[src/rtl/famicom_pkg.sv]
// Shared definitions for the Famicom controller responder: button layout,
// frame length and the responder state encoding.
package famicom_pkg;

  localparam int NUM_BUTTONS = 8;
  localparam int IDX_W       = 4;

  // Bit positions of each button within joy_buttons / the shifted byte
  localparam int BTN_A      = 7;
  localparam int BTN_B      = 6;
  localparam int BTN_SELECT = 5;
  localparam int BTN_START  = 4;
  localparam int BTN_UP     = 3;
  localparam int BTN_DOWN   = 2;
  localparam int BTN_LEFT   = 1;
  localparam int BTN_RIGHT  = 0;

  typedef enum logic [1:0] {
    IDLE,
    LOAD,
    SHIFT,
    DONE
  } pad_state_t;

endpackage

[src/rtl/famicom_pad_responder_if.sv]
// Pad-side bundle: button inputs, Gigatron latch/pulse strobes and the
// serial data plus frame status returned to the host.
interface famicom_pad_responder_if;
  import famicom_pkg::*;

  logic [NUM_BUTTONS-1:0] joy_buttons;
  logic                   famicom_latch;
  logic                   famicom_pulse;
  logic                   famicom_data;
  logic                   frame_done;
  logic [IDX_W-1:0]       bit_index;

  modport master (
    output joy_buttons, famicom_latch, famicom_pulse,
    input  famicom_data, frame_done, bit_index
  );

  modport slave (
    input  joy_buttons, famicom_latch, famicom_pulse,
    output famicom_data, frame_done, bit_index
  );

endinterface

[src/rtl/famicom_pad_responder_sync_edge.sv]
// N-flop synchronizer for an asynchronous strobe followed by registered
// rising/falling edge flags (each flag is a single-cycle pulse).
module sync_edge #(
  parameter int STAGES = 2
) (
  input  logic clk,
  input  logic rst_n,
  input  logic din,
  output logic rise,
  output logic fall
);

  logic [STAGES-1:0] sync_reg;
  logic              prev_reg;
  logic              rise_reg;
  logic              fall_reg;

  always_ff @(posedge clk or negedge rst_n) begin
    if (!rst_n) begin
      sync_reg <= '0;
      prev_reg <= 1'b0;
      rise_reg <= 1'b0;
      fall_reg <= 1'b0;
    end else begin
      sync_reg <= {sync_reg[STAGES-2:0], din};
      prev_reg <= sync_reg[STAGES-1];
      rise_reg <= sync_reg[STAGES-1] & ~prev_reg;
      fall_reg <= ~sync_reg[STAGES-1] & prev_reg;
    end
  end

  assign rise = rise_reg;
  assign fall = fall_reg;

endmodule

[src/rtl/famicom_pad_responder.sv]
// Emulates a 4021-based Famicom pad: latches the buttons on the Gigatron
// latch strobe and shifts them out MSB-first (A first) on each pulse edge.
module famicom_pad_responder
  import famicom_pkg::*;
#(
  parameter int   SYNC_STAGES = 2,
  parameter logic FILL_BIT    = 1'b0
) (
  input  logic                    clk_sys,
  input  logic                    reset_n,
  famicom_pad_responder_if.slave  pad
);

  localparam logic [IDX_W-1:0] LAST_IDX = IDX_W'(NUM_BUTTONS - 1);

  logic latch_rise;
  logic latch_fall;
  logic pulse_rise;
  logic pulse_fall_unused;

  pad_state_t             state_reg, state_next;
  logic [NUM_BUTTONS-1:0] shift_reg, shift_next;
  logic [NUM_BUTTONS-1:0] shifted;
  logic                   data_reg, data_next;
  logic                   done_reg, done_next;
  logic [IDX_W-1:0]       idx_reg, idx_next;

  sync_edge #(.STAGES(SYNC_STAGES)) u_latch_sync (
    .clk   (clk_sys),
    .rst_n (reset_n),
    .din   (pad.famicom_latch),
    .rise  (latch_rise),
    .fall  (latch_fall)
  );

  sync_edge #(.STAGES(SYNC_STAGES)) u_pulse_sync (
    .clk   (clk_sys),
    .rst_n (reset_n),
    .din   (pad.famicom_pulse),
    .rise  (pulse_rise),
    .fall  (pulse_fall_unused)
  );

  always_ff @(posedge clk_sys or negedge reset_n) begin
    if (!reset_n) begin
      state_reg <= IDLE;
      shift_reg <= '1;
      data_reg  <= 1'b1;
      done_reg  <= 1'b0;
      idx_reg   <= '0;
    end else begin
      state_reg <= state_next;
      shift_reg <= shift_next;
      data_reg  <= data_next;
      done_reg  <= done_next;
      idx_reg   <= idx_next;
    end
  end

  // A latch rising edge aborts whatever frame is in progress; a latch
  // falling edge in LOAD outranks a simultaneous pulse edge.
  always_comb begin
    state_next = state_reg;
    if (latch_rise) begin
      state_next = LOAD;
    end else begin
      unique case (state_reg)
        IDLE:    state_next = IDLE;
        LOAD:    if (latch_fall) state_next = SHIFT;
        SHIFT:   if (pulse_rise && idx_reg == LAST_IDX) state_next = DONE;
        DONE:    state_next = DONE;
        default: state_next = IDLE;
      endcase
    end
  end

  always_comb begin
    shift_next = shift_reg;
    data_next  = data_reg;
    idx_next   = idx_reg;
    done_next  = 1'b0;
    shifted    = {shift_reg[NUM_BUTTONS-2:0], FILL_BIT};
    if (latch_rise) begin
      shift_next = ~pad.joy_buttons;
      data_next  = ~pad.joy_buttons[BTN_A];
      idx_next   = '0;
    end else begin
      unique case (state_reg)
        IDLE: begin
          data_next = 1'b1;
          idx_next  = '0;
        end
        // Transparent while latched; the last load before the fall is kept
        LOAD: begin
          shift_next = ~pad.joy_buttons;
          data_next  = ~pad.joy_buttons[BTN_A];
          idx_next   = '0;
        end
        SHIFT: begin
          if (pulse_rise) begin
            shift_next = shifted;
            data_next  = shifted[NUM_BUTTONS-1];
            idx_next   = idx_reg + IDX_W'(1);
            done_next  = (idx_reg == LAST_IDX);
          end
        end
        DONE:    data_next = FILL_BIT;
        default: data_next = 1'b1;
      endcase
    end
  end

  assign pad.famicom_data = data_reg;
  assign pad.frame_done   = done_reg;
  assign pad.bit_index    = idx_reg;

endmodule

[src/flat_wrapper.sv]
// flat-port wrapper written by rule: the top's interface ports become plain ports
module famicom_pad_responder_flat import famicom_pkg::*;
#(
  parameter int   SYNC_STAGES = 2,
  parameter logic FILL_BIT    = 1'b0
)
  (clk_sys, reset_n, pad_joy_buttons, pad_famicom_latch, pad_famicom_pulse, pad_famicom_data, pad_frame_done, pad_bit_index);
  famicom_pad_responder_if pad_i ();
  input  logic clk_sys;
  input  logic reset_n;
  input wire logic [$bits(pad_i.joy_buttons)-1:0] pad_joy_buttons;
  input wire logic [$bits(pad_i.famicom_latch)-1:0] pad_famicom_latch;
  input wire logic [$bits(pad_i.famicom_pulse)-1:0] pad_famicom_pulse;
  output wire logic [$bits(pad_i.famicom_data)-1:0] pad_famicom_data;
  output wire logic [$bits(pad_i.frame_done)-1:0] pad_frame_done;
  output wire logic [$bits(pad_i.bit_index)-1:0] pad_bit_index;
  assign pad_i.joy_buttons = pad_joy_buttons;
  assign pad_i.famicom_latch = pad_famicom_latch;
  assign pad_i.famicom_pulse = pad_famicom_pulse;
  assign pad_famicom_data = pad_i.famicom_data;
  assign pad_frame_done = pad_i.frame_done;
  assign pad_bit_index = pad_i.bit_index;
  famicom_pad_responder #(.SYNC_STAGES(SYNC_STAGES), .FILL_BIT(FILL_BIT)) u_core (.clk_sys(clk_sys), .reset_n(reset_n), .pad(pad_i));
endmodule
[config.mk]
export PLATFORM = sky130hd
export DESIGN_NAME = famicom_pad_responder_flat
export DESIGN_NICKNAME = d
export VERILOG_FILES = /design/src/rtl/famicom_pkg.sv /design/src/rtl/famicom_pad_responder_if.sv /design/src/rtl/famicom_pad_responder_sync_edge.sv /design/src/rtl/famicom_pad_responder.sv /design/src/flat_wrapper.sv
export SDC_FILE = /design/constraint.sdc
export NUM_CORES = 1
export LEC_CHECK = 0
export CAP_MARGIN = 10
export CORE_UTILIZATION = 35
export CTS_CLUSTER_SIZE = 40
export DETAILED_ROUTE_END_ITERATION = 6
export PLACE_DENSITY = 0.58
export SLEW_MARGIN = 20
export SYNTH_ARGS = -nofsm -noshare
export SYNTH_HDL_FRONTEND = slang
export SYNTH_SLANG_ARGS = --single-unit
[constraint.sdc]
create_clock -name clk_sys -period 3.27 [get_ports clk_sys]
set_input_delay 0.4905 -clock clk_sys [delete_from_list [all_inputs] [get_ports clk_sys]]
set_output_delay 0.4905 -clock clk_sys [all_outputs]
set_load 0.02 [all_outputs]
==> results of run 1 <==
## cell usage after synthesis, types with 2 or more instances
library cell	count
nand2b_1	2
buf_6	2
dfrtp_1	16
xor2_1	2
a211oi_2	6
nor4_1	6
clkbuf_1	2
inv_1	2
dfstp_2	8
o21ai_0	4
a21oi_1	2
nor2b_1	5
nand3_1	2
nor2_1	10
## path summary, 6_finish.rpt
path                                                                 from                                         to  cells after the start
worst min-delay path                                              reset_n  u_core.u_latch_sync.sync_reg[0]$_DFF_PN0_                      1
min in group clk_sys            u_core.u_pulse_sync.sync_reg[0]$_DFF_PN0_  u_core.u_pulse_sync.sync_reg[1]$_DFF_PN0_                      0
worst max-delay path                  u_core.pad.famicom_data$_DFFE_PN1P_                           pad_famicom_data                      1
worst min register to register  u_core.u_pulse_sync.sync_reg[0]$_DFF_PN0_  u_core.u_pulse_sync.sync_reg[1]$_DFF_PN0_                      0
worst max register to register            u_core.state_reg[0]$_DFFE_PN0P_            u_core.shift_reg[0]$_DFFE_PN1P_                      3
max in group asynchronous                                         reset_n            u_core.shift_reg[4]$_DFFE_PN1P_                      2
## layout make-up
cell class,instances,share of cell area
Clock buffer,3,0.01807
Multi-Input combinational cell,54,0.2922
Tap cell,31,0.03112
Inverter,2,0.006024
Clock inverter,1,0.02410
Timing Repair Buffer,18,0.1386
Sequential cell,24,0.4900
## where the power goes
group	leakage, nW	internal, mW	switching (mW)
clock	0.0279	0.124	0.0849
combinational	0.183	0.0503	0.0471
sequential	0.286	0.345	0.0248
total	0.497	0.519	0.157
## stage by stage
stage	hold WS, ns	std cells	setup WS [ns]
finish	0.1255	133	1.335
CTS	0.3679	133	1.317
detailed placement	0.3371	129	1.438
global placement	0.3381	129	1.477
global route	0.1433	133	1.296
floorplan	0.1949	85	2.028
## layout by cell type, fill, tap and decap left out, types with 2 or more instances in the layout
cell,synthesis,routed
dfrtp_1,16,16
nand3_1,2,2
clkbuf_4,0,3
inv_1,2,2
a211oi_2,6,6
nor2b_1,5,5
o21ai_0,4,4
a21oi_1,2,2
nor4_1,6,6
clkdlybuf4s50_1,0,16
dfstp_2,8,8
nor2_1,10,10
nand2b_1,2,2
xor2_1,2,2
## kinds of logic (layout without fill, tap and decap cells)
| kind of cell | after synthesis | count (layout) | share of synthesized area |
|---|---|---|---|
| compound gates | 15 | 15 | 0.1230 |
| fa+ha+maj | 1 | 1 | 0.01230 |
| xor+xnor | 2 | 2 | 0.01722 |
| simple gates | 35 | 35 | 0.1956 |
| buf+inv | 7 | 24 | 0.04182 |
| flops | 24 | 24 | 0.6002 |
| mux | 1 | 1 | 0.009840 |
## per-layer routing
| metal | wire length (um) | track usage |
|---|---|---|
| met4 | 13 | 0.02091 |
| met2 | 741 | 0.1670 |
| met1 | 807 | 0.1616 |
| met3 | 63 | 0.04651 |
| met5 | 0 | 0 |
==> impl_results.md, run 1 <==
* Worst-Skew Late Latency at 0.30 ns
* Distinct cells, synth at 30
* Clk buf depth at 2
* Crit. End Element: output port
* Reg area at 610.6 um^2
* F_max at ~520 MHz
* Synth Flop Type: dfrtp_1
* Average wire per standard cell at 12.22 um
* Final Power at 0.6757 mW
* CTS sink count at 24
* Total CTS buffers at 3
* Postcts setup bufs at 0
* First-pass GRT wire length at between 2000 and 3000 um
* Die Ht at between 50 and 60 um
* Post-route cell area at 1246 um^2
* Root buffer cell: clkbuf_4
* Slew margin rel. at 0.6267
* Crit path max-delay family: buffers and inverters
* Share of cells above drive strength 1 at 0.1961
* Critical Path AT at 1.44 ns
* Worst Path Buf+Inv at 1
* Syn Area/Cell at roughly 12 um^2
* Max VDD drop at 0.4451 mV
* Area delta synth->final at 22.51%
* Leakage at approximately 0.50 nW
* Top-area cell type share of the netlist area at 0.3936
* Slew @ Worst Pin at 0.5599 ns
* DR vias at between 600 and 700
* Initial core utilization at 0.3689
* Vias per std cell at 4.962
* CP max stage cell: clkdlybuf4s50_1
* Filler cells at ~260
* Multi-input gate area in the final layout at between 300 and 400 um^2
* Mapped cell area at roughly 1000 um^2
* Status: finished, final reports clean
* Sequential area share after synthesis at 0.6002
* Worst setup SP type: flop
* Port Buffers at 17
* Final setup viols at 0
* Max FFs per register at 7
* Max H-tree Level at 1
* Min cycle time layout at just under 2 ns
* Core footprint at ~2800 um^2
* Drt first pass iters at 4
* Max-slew violations at 0
* Total track usage at 0.1139
* RePlAce Congestion at ~0.7
* Hold Vio Cnt, Final at 0
* Synth Register Bits at 24
* Cells after synthesis at 85
* RSZ-0062 raised after global routing: no
* Skew final at 0.0004857 ns
* Max stage delay on crit path at just under 0.6 ns
* Ys async rst share at 1.000
* HPWL Detailed at roughly 1200 um
* Number of synthesis warnings at 0
* Residual DRC at 0
* Initial antenna violation count at 0
* Post-Route WL at between 1500 and 2000 um
* Post-synthesis net count at 98
* CP Max Fanout at 2
* Post-route ant nets at 0
* Reg2Reg Setup Slack at between 1 and 1.5 ns
* Die Area at 3126 um^2
* Placed cell areas at about 1200 um^2
* CTS Hold Bufs at 0
* TritonCTS clock tree: built
* GRT overflow at 0
* Final cycle utilization of the critical path at 0.5917
* Synth top area cells: dfrtp_1, dfstp_2, a211oi_2, nor2_1, nor4_1
* PwrDens at between 500 and 600 nW/um^2
* Setup CP Type: flop to output port
* Row cnt at 19
* CP required at between 2 and 3 ns
* Layout Nets at ~120
* Setup tns final at 0 ns
* EDFF count, synth at 0
* Resized cells post-CTS at 0
* IO Pins at 18
* CP Cell Sequence: clkdlybuf4s50_1
* Diode count at 0
* Max Cap Violations at 0
* Final Core Density at 0.4519
* Number of global-route vias before repair at about 600
* Initial DRC count at 14
* Largest net degree at the start of global routing at 24
* Worst Hold Class: primary input to asynchronous set/reset pin
* Synth area leader: dfrtp_1
* CTS clock-pin slew for the worst setup and hold paths at about 0.13 ns
* Chip width at ~56 um
(Power assumes the default switching activity.)
==> run 2, diff against run 1 <==
- PLACE_DENSITY: 0.58 -> 0.6
- clock period: 3.27 -> 1.7 ns (I/O delays scaled with it)
==> run 2 against run 1 <==
Net effect:
- via count rose by 0.45%
- power rose by 94%
- flip-flop and latch count did not move
- clock power is 95% higher
- routed wire length up 3.1%
- non-clock buffer count rose by 1
- largest cell class unchanged
- cell count is 0.75% higher
- die area did not move
- critical endpoint is now pad_bit_index[2]
==> impl_results.md, run 2 (same netlist as run 1, synthesis figures left out) <==
* Status: finished, final reports clean
* Hold Vio Cnt, Final at 0 (unchanged)
* Post-route cell area at 1260 um^2 (+1.1%)
* CP Cell Sequence: clkdlybuf4s50_1
* Vias per std cell at 4.948 (-0.30%)
* Row cnt at 19 (unchanged)
* Max stage delay on crit path at 0.63 ns (+0.04 ns)
* Placed cell areas at 1206 um^2 (+0.63%)
* First-pass GRT wire length at 2898 um (+4.0%)
* Residual DRC at 0 (unchanged)
* Commonest non-fill, non-tap cell in the layout: dfrtp_1
* Final Power at 1.312 mW (+94%)
* RePlAce Congestion at 0.7580 (+8.2%)
* Diode count at 0 (unchanged)
* Worst Path Buf+Inv at 1 (unchanged)
* IO Pins at 18 (unchanged)
* Area delta synth->final at 23.86%
* Setup tns final at 0 ns (unchanged)
* Clk buf depth at 2 (unchanged)
* CP max stage cell: clkdlybuf4s50_1
* Worst-Skew Late Latency at 0.31 ns (about the same)
* Final cycle utilization of the critical path at 0.9513
* Filler cells at 258 (+1.2%)
* CTS clock-pin slew for the worst setup and hold paths at 0.13 ns (about the same)
* Max-slew violations at 0 (unchanged)
* F_max at around 620 MHz
* Initial antenna violation count at 0 (unchanged)
* RSZ-0062 raised after global routing: no
* CP required at 1.44 ns (-1.34 ns)
* Share of cells above drive strength 1 at 0.1942 (-0.001904)
* Port Buffers at 17 (unchanged)
* Post-route ant nets at 0 (unchanged)
* Max Cap Violations at 0 (unchanged)
* Max FFs per register at 7 (unchanged)
* Die Ht at 55.91 um (unchanged)
* Die Area at 3126 um^2 (unchanged)
* Critical Path AT at 1.36 ns (-0.08 ns)
* Largest net degree at the start of global routing at 25 (+4.2%)
* Number of global-route vias before repair at 652 (+8.8%)
* Min cycle time layout at ~1.6 ns
* Crit. End Element: output port
* Core footprint at 2758 um^2 (unchanged)
* Crit path max-delay family: buffers and inverters
* PwrDens at 1041 nW/um^2 (+92%)
* Leakage at 0.5217 nW (+4.9%)
* CTS Hold Bufs at 0 (unchanged)
* Chip width at 55.91 um (unchanged)
* CTS sink count at 24 (unchanged)
* Post-Route WL at 1676 um (+3.1%)
* Total CTS buffers at 3 (unchanged)
* DR vias at 663 (+0.45%)
* GRT overflow at 0 (unchanged)
* TritonCTS clock tree: built
* Worst Hold Class: primary input to asynchronous set/reset pin
* Final setup viols at 0 (unchanged)
* HPWL Detailed at 1147 um (-0.86%)
* Worst setup SP type: flop
* Initial DRC count at 16 (+2)
* Resized cells post-CTS at 1 (+1)
* Max VDD drop at 0.6374 mV (+43%)
* Average wire per standard cell at 12.51 um (+2.4%)
* Initial core utilization at 0.3689 (unchanged)
* Slew @ Worst Pin at 0.5938 ns (+0.03391 ns)
* Most frequent cells in the layout: dfrtp_1, clkdlybuf4s50_1, nor2_1
* Slew margin rel. at 0.6041 (-0.02261)
* Drt first pass iters at 2 (-2)
* Root buffer cell: clkbuf_4
* Postcts setup bufs at 0 (unchanged)
* Max H-tree Level at 1 (unchanged)
* Layout Nets at 117 (+0.86%)
* Skew final at 0.001272 ns (+0.0007864 ns)
* Setup CP Type: flop to output port
* CP Max Fanout at 4 (+2)
* Total track usage at 0.1236 (+0.009637)
-- run 2: per-stage QoR --
step	cells	setup WS (ns)	hold WS, ns	utilization
after floorplan	85	0.4581	-0.04059	-
after global placement	130	0.2819	0.3370	0.4374
after detailed placement	130	0.2385	0.3402	0.4374
after CTS	134	0.05103	0.2689	0.4560
after global routing	134	0.005402	0.2722	0.4569
final	134	0.08279	0.2724	0.4569
-- run 2: layer usage --
metal,share of wire,vias to the layer above,track usage
met5,0,-,0
met4,0.026,0,0.09059
met3,0.035,4,0.03488
met2,0.44,12,0.1721
met1,0.50,310,0.1639
li1,-,337,-
-- run 2: worst register-to-register path, stage by stage (launching register included) --
cell,delay [ns]
dfrtp_1,0.51
nor2b_1,0.19
or2_0,0.50
a22oi_1,0.18
-- run 2: report_power, final --
part           internal, mW  switching [mW]
Combinational         0.100          0.0918
Clock                 0.238           0.169
Sequential            0.663          0.0490
-- run 2: cell type report --
cell class / instances / area [um^2] / share of cell area
clock buffer: 3 / 22.52 / 0.01787
inverter: 2 / 7.507 / 0.005958
clock inverter: 1 / 30.03 / 0.02383
sequential: 24 / 610.6 / 0.4846
timing repair buffer: 19 / 186.4 / 0.1480
tap: 31 / 38.79 / 0.03078
multi-input combinational: 54 / 364.1 / 0.2890
-- run 2: path summary, 6_finish.rpt --
check | end | startpoint | slack, ns | cells past startpoint
worst max-delay path | pad_bit_index[2] | u_core.pad.bit_index[2]$_DFFE_PN0P_ | 0.08 | 1
worst max register to register | u_core.shift_reg[0]$_DFFE_PN1P_ | u_core.state_reg[0]$_DFFE_PN0P_ | 0.24 | 3
worst min-delay path | u_core.u_latch_sync.sync_reg[0]$_DFF_PN0_ | reset_n | 0.27 | 2
min in group clk_sys | u_core.u_latch_sync.sync_reg[0]$_DFF_PN0_ | pad_famicom_latch | 0.36 | 1
worst min register to register | u_core.u_pulse_sync.sync_reg[1]$_DFF_PN0_ | u_core.u_pulse_sync.sync_reg[0]$_DFF_PN0_ | 0.37 | 0
max in group asynchronous | u_core.pad.famicom_data$_DFFE_PN1P_ | reset_n | 1.15 | 2
